`src/rtl/nn_pkg.sv`:
```
// Shared helpers for the neural-network datapath blocks:
// counter width sizing and a signedness-aware compare.
package nn_pkg;

  function automatic int cnt_w(input int n);
    return (n <= 2) ? 1 : $clog2(n);
  endfunction

  function automatic logic a_ge_b(
    input logic [63:0] a,
    input logic [63:0] b,
    input logic        sgn
  );
    if (sgn) return $signed(a) >= $signed(b);
    return a >= b;
  endfunction

endpackage

```
`src/rtl/pool_line_buf.sv`:
```
// Half-width line buffer holding the horizontal maxima of the even row.
// Synchronous write, asynchronous read; maps onto distributed RAM.
module pool_line_buf #(
  parameter int N     = 16,
  parameter int DEPTH = 12,
  parameter int AW    = 4
) (
  input  logic          clk,
  input  logic          we,
  input  logic [AW-1:0] waddr,
  input  logic [N-1:0]  wdata,
  input  logic [AW-1:0] raddr,
  output logic [N-1:0]  rdata
);

  logic [N-1:0] mem [DEPTH];

  always_ff @(posedge clk) begin
    if (we) mem[waddr] <= wdata;
  end

  assign rdata = mem[raddr];

endmodule

```
`src/rtl/maxpool2d_unit.sv`:
```
// Streaming 2x2 / stride-2 max-pool over a raster pixel stream.
// One instance per feature-map channel.
module maxpool2d_unit
  import nn_pkg::*;
#(
  parameter int N      = 16,
  parameter int IMG_W  = 24,
  parameter int IMG_H  = 24,
  parameter int SIGNED = 1
) (
  input  logic         clk,
  input  logic         rst_n,
  input  logic         ce,
  input  logic         clr,
  input  logic         din_vld,
  input  logic [N-1:0] din,
  output logic [N-1:0] dout,
  output logic         dout_vld,
  output logic         frame_done
);

  localparam int CW    = cnt_w(IMG_W);
  localparam int RW    = cnt_w(IMG_H);
  localparam int DEPTH = IMG_W / 2;
  localparam int AW    = cnt_w(DEPTH);

  localparam logic [CW-1:0] COL_MAX = CW'(IMG_W - 1);
  localparam logic [RW-1:0] ROW_MAX = RW'(IMG_H - 1);
  localparam logic [CW-1:0] COL_END = CW'(2 * (IMG_W / 2) - 1);
  localparam logic [RW-1:0] ROW_END = RW'(2 * (IMG_H / 2) - 1);

  logic [CW-1:0] col_cnt;
  logic [RW-1:0] row_cnt;
  logic [N-1:0]  h_reg;
  logic [N-1:0]  hmax;
  logic [N-1:0]  vmax;
  logic [N-1:0]  lb_rdata;
  logic [AW-1:0] lb_addr;
  logic          acc;
  logic          lb_we;

  function automatic logic [63:0] ext(input logic [N-1:0] v);
    if (SIGNED != 0) return 64'($signed(v));
    return 64'(v);
  endfunction

  assign acc     = rst_n && !clr && ce && din_vld;
  assign lb_addr = AW'(col_cnt >> 1);
  assign lb_we   = acc && col_cnt[0] && !row_cnt[0];

  always_comb begin
    hmax = din;
    vmax = lb_rdata;
    if (a_ge_b(ext(h_reg), ext(din), SIGNED != 0))
      hmax = h_reg;
    if (a_ge_b(ext(hmax), ext(lb_rdata), SIGNED != 0))
      vmax = hmax;
  end

  pool_line_buf #(
    .N     (N),
    .DEPTH (DEPTH),
    .AW    (AW)
  ) u_lb (
    .clk   (clk),
    .we    (lb_we),
    .waddr (lb_addr),
    .wdata (hmax),
    .raddr (lb_addr),
    .rdata (lb_rdata)
  );

  always_ff @(posedge clk) begin
    if (!rst_n || clr) begin
      col_cnt    <= '0;
      row_cnt    <= '0;
      h_reg      <= '0;
      dout       <= '0;
      dout_vld   <= 1'b0;
      frame_done <= 1'b0;
    end else begin
      dout_vld   <= 1'b0;
      frame_done <= 1'b0;
      if (acc) begin
        if (col_cnt == COL_MAX) begin
          col_cnt <= '0;
          row_cnt <= (row_cnt == ROW_MAX) ? '0 : row_cnt + 1'b1;
        end else begin
          col_cnt <= col_cnt + 1'b1;
        end
        if (!col_cnt[0]) begin
          h_reg <= din;
        end else if (row_cnt[0]) begin
          dout       <= vmax;
          dout_vld   <= 1'b1;
          frame_done <= (row_cnt == ROW_END) && (col_cnt == COL_END);
        end
      end
    end
  end

endmodule
```
`config.mk`:
```
export PLATFORM = sky130hd
export DESIGN_NAME = maxpool2d_unit
export DESIGN_NICKNAME = d
export VERILOG_FILES = /design/src/rtl/nn_pkg.sv /design/src/rtl/pool_line_buf.sv /design/src/rtl/maxpool2d_unit.sv
export SDC_FILE = /design/constraint.sdc
export NUM_CORES = 1
export LEC_CHECK = 0
export CORE_MARGIN = 5
export CORE_UTILIZATION = 55
export DETAILED_ROUTE_END_ITERATION = 10
export GPL_TIMING_DRIVEN = 0
export PLACE_DENSITY = 0.76
export REMOVE_ABC_BUFFERS = 1
export SETUP_SLACK_MARGIN = 0.4
export SYNTH_ARGS = -nofsm -noshare
export SYNTH_HDL_FRONTEND = slang
export SYNTH_SLANG_ARGS = --single-unit
```
`constraint.sdc`:
```
create_clock -name clk -period 5 [get_ports clk]
set_input_delay 1 -clock clk [delete_from_list [all_inputs] [get_ports clk]]
set_output_delay 1 -clock clk [all_outputs]
set_load 0.05 [all_outputs]
```
==> qor.json <==
{
  "grt_antenna_before_repair": 0,
  "gpl.final_weighted_congestion": 0.785,
  "final-hold-violation-count": 0,
  "cts_buf_count": 24,
  "clk-insertion-delay-late_ps": 510,
  "multi_input_comb_area_sq_mm": 0.00355,
  "grt_pass1_vias": 6057,
  "worstSetupEndpointType": "flop",
  "cell_internal_power_mw": 3.21,
  "synth_cell_type_count": 42,
  "wire_length_of_the_first_global_routing_pass_mm": 33.8,
  "regToRegStartpoint": "h_reg[1]",
  "grt_max_degree": 35,
  "drt.antenna.violating_nets": 0,
  "fin_crit_sh": 0.929,
  "setup_viol": 0,
  "tritoncts_num_sinks": 240,
  "r2r_setup_slack_ps": 560,
  "rsz_0062_raised_after_global_routing": "yes",
  "grt_usage": 0.202,
  "status": "finished, final reports clean",
  "hold_path_end": "row_cnt[3]",
  "power_frac_clock": 0.424,
  "worst_ep_required_time_ps": 5390,
  "post_synth_edffs": 192,
  "sw_frac_of_total": 0.201,
  "post_cts_hold_buffer_count": 0,
  "largest_reg_flops": 192,
  "worstReg2RegEnd": "dout[15]",
  "clk_root_buffer_cell": "sky130_fd_sc_hd__clkbuf_16",
  "routed-via-count": 5933,
  "fin_skew_ps": 12.5,
  "synth-main-ff-cell": "sky130_fd_sc_hd__edfxtp_1",
  "timing.setup.critical_path_class": "input port to flop",
  "synth-async-reset-ratio": 0,
  "detailedPlace.worstSlack_ps": -1820,
  "path_cells": "buf_8 > inv_4 > ha_4 > nor2b_4 > o211ai_1 > a2111oi_4 > a2111oi_4 > mux2_4 > buf_6 > mux2_4 > ha_4 > a21o_1 > a21o_1 > a21o_1 > o311a_1 > o22ai_4 > nor2_4 > a221o_1",
  "post-synth-top-area-cell": "sky130_fd_sc_hd__edfxtp_1",
  "final_cell_mix": "sky130_fd_sc_hd__edfxtp_1 (192), sky130_fd_sc_hd__nand2_1 (50), sky130_fd_sc_hd__mux4_2 (48)",
  "hold_depth": 2,
  "drc_errors_left": 0,
  "final_net_count": 775,
  "layout.area.seq_sq_mm": 0.00673,
  "yosysSeqAreaShare": 0.661,
  "ys_top_cells_by_area": "sky130_fd_sc_hd__edfxtp_1 (57%), sky130_fd_sc_hd__mux4_2 (11%), sky130_fd_sc_hd__dfxtp_1 (9.4%), sky130_fd_sc_hd__ha_1 (4.2%), sky130_fd_sc_hd__mux2_4 (2.2%)",
  "drtIter0Drc": 378,
  "worstRegToRegCells": 16,
  "pin_count": 39,
  "detail_route.vias_per_cell": 6.14,
  "postSynthRegisterBits": 240,
  "insertedDiodeCount": 0,
  "power_density_mw_per_mm2": 330,
  "avgRoutedWirePerCell_um": 22.7,
  "final_layout_size_suffix_gt1_frac": 0.275,
  "postSynthAreaPerCell_sq_um": 15.7,
  "yosys.area.top_type_share": 0.567,
  "critical_path.max_stage_delay_ps": 410,
  "tritoncts": "yes",
  "clk_pin_slew_ps": 60,
  "mostFrequentLayoutCell": "sky130_fd_sc_hd__edfxtp_1",
  "drv.max_cap_violation_count": 0,
  "place.port_buffers": 38,
  "core_area_sq_mm": 0.0181,
  "cts.path.max_buffers": 3,
  "worst_ir_drop_vdd_v": 0.000237,
  "cp_max_fo": 8,
  "synthCells": 647,
  "share_comb_of_total_power": 0.039,
  "routed_wirelength_mm": 21.9,
  "detailed_router_iteration_count_before_antenna_repair": 4,
  "dieWidth_um": 146,
  "timing.fmax_mhz": 215,
  "fillcell_total": 1141,
  "die_area_sq_mm": 0.0213,
  "critical-path-top-cell-by-count": "sky130_fd_sc_hd__a21o_1",
  "cts-htree-levels": 1,
  "power_frac_seq": 0.537,
  "netlist_area_sq_mm": 0.0102,
  "setup_slack_ps": 357,
  "hold_path.startpoint": "row_cnt[3]",
  "die_height_um": 146,
  "holdWs_ps": 456,
  "crit_slowest_cell": "sky130_fd_sc_hd__mux2_4",
  "worst_rel_slew_slack": 0.189,
  "drv_slew": 0,
  "worst-slew-pin-transition_ps": 1210,
  "grt.overflow.total": 0,
  "leakage_nw": 4.20,
  "switching_power_mw": 0.807,
  "worstSetupStartpointType": "input port",
  "worst_ep_arrival_time_ps": 5030,
  "initial_core_util": 0.562,
  "row_count": 49,
  "place.detailed.hpwl_mm": 13.7,
  "area_added_between_synthesis_and_finish_pct": 19.6,
  "worstHoldPathType": "flop to flop",
  "yosys_warnings": 0,
  "period_minus_slack_ps": 4640
}
-- power groups by stage --
stage	combinational [mW]	clock, mW	sequential, mW
after floorplan	0.0718	0	2.20
after global placement	0.114	0	2.20
after detailed placement	0.121	0	2.20
after CTS	0.142	1.73	2.16
after global routing	0.169	1.82	2.16
final	0.156	1.70	2.16
-- worst max-delay path: cells and delay by family --
kind | cells | cell delay, ps
adder cells (fa/ha/maj) | 2 | 350
multiplexers | 2 | 740
AND/OR/NAND/NOR | 2 | 250
buffers and inverters | 3 | 310
AO/OA/AOI/OAI | 9 | 2370
-- worst max-delay path by stage --
stage / startpoint / to / slack (ps) / cells past startpoint
after detailed placement: din[1] / dout[15] / -1820 / 17
after global placement: flop / dout[2] / -2030 / 12
after floorplan: flop / dout[13] / -430 / 12
after CTS: din[1] / dout[15] / 400 / 17
final: din[1] / dout[15] / 360 / 18
after global routing: din[1] / dout[13] / 250 / 18
-- per-stage QoR --
step	utilization	TNS, ps	power [mW]	instances	area, sq um
6_report	0.673	0	4.02	967	12200
5_1_grt	0.673	0	4.15	967	12200
4_1_cts	0.666	0	4.03	961	12000
3_5_place_dp	0.607	-26370	2.32	897	11000
3_3_place_gp	0.592	-97870	2.32	883	10700
2_1_floorplan	-	-4740	2.27	616	10000
-- cells by family (layout without fill, tap and decap cells) --
family | after synthesis | after routing | synth area share
AO/OA/AOI/OAI | 88 | 88 | 0.0598
XOR/XNOR | 3 | 3 | 0.00258
adder cells (fa/ha/maj) | 34 | 34 | 0.0418
buffers and inverters | 51 | 142 | 0.0203
flip-flops | 240 | 240 | 0.661
multiplexers | 84 | 84 | 0.149
AND/OR/NAND/NOR | 147 | 147 | 0.0647
-- area by class of cell --
class / instances / share of cell area
repair buffers: 78 / 0.0625
well taps: 229 / 0.0236
flip-flops and latches: 240 / 0.553
clock buffers: 32 / 0.0552
inverters: 20 / 0.00638
multi-input cells: 356 / 0.292
clock inverters: 12 / 0.00689
-- cell usage after synthesis, types with 2 or more instances --
master / n
sky130_fd_sc_hd__a2111oi_2: 2
sky130_fd_sc_hd__a21o_1: 15
sky130_fd_sc_hd__a21oi_1: 43
sky130_fd_sc_hd__a221o_1: 5
sky130_fd_sc_hd__a31oi_1: 2
sky130_fd_sc_hd__a32o_1: 10
sky130_fd_sc_hd__and3_1: 7
sky130_fd_sc_hd__and4_1: 2
sky130_fd_sc_hd__buf_1: 6
sky130_fd_sc_hd__buf_2: 6
sky130_fd_sc_hd__clkbuf_1: 18
sky130_fd_sc_hd__dfxtp_1: 48
sky130_fd_sc_hd__edfxtp_1: 192
sky130_fd_sc_hd__ha_1: 34
sky130_fd_sc_hd__inv_1: 20
sky130_fd_sc_hd__mux2_2: 2
sky130_fd_sc_hd__mux2_4: 15
sky130_fd_sc_hd__mux2i_1: 19
sky130_fd_sc_hd__mux4_2: 48
sky130_fd_sc_hd__nand2_1: 50
sky130_fd_sc_hd__nand2b_1: 3
sky130_fd_sc_hd__nand3_1: 7
sky130_fd_sc_hd__nand3b_1: 2
sky130_fd_sc_hd__nand4_1: 9
sky130_fd_sc_hd__nor2_1: 54
sky130_fd_sc_hd__nor2b_1: 6
sky130_fd_sc_hd__nor3_1: 3
sky130_fd_sc_hd__o211ai_1: 2
sky130_fd_sc_hd__o21ai_0: 2
sky130_fd_sc_hd__xor2_1: 3
-- timing repair --
item                       CTS  global route
buffers inserted            20             6
pin swaps                   22            23
setup endpoints to repair   16            16
gates resized for setup     44            51
cloned                       0             0
-- metal layers --
metal,global-route usage,share of wire,up-vias
met4,0.0640,0.029,0
met5,0,0,-
met3,0.0296,0.056,51
li1,-,-,2656
met1,0.264,0.40,3009
met2,0.353,0.52,217
No activity file was read; power rests on OpenSTA's default activity.
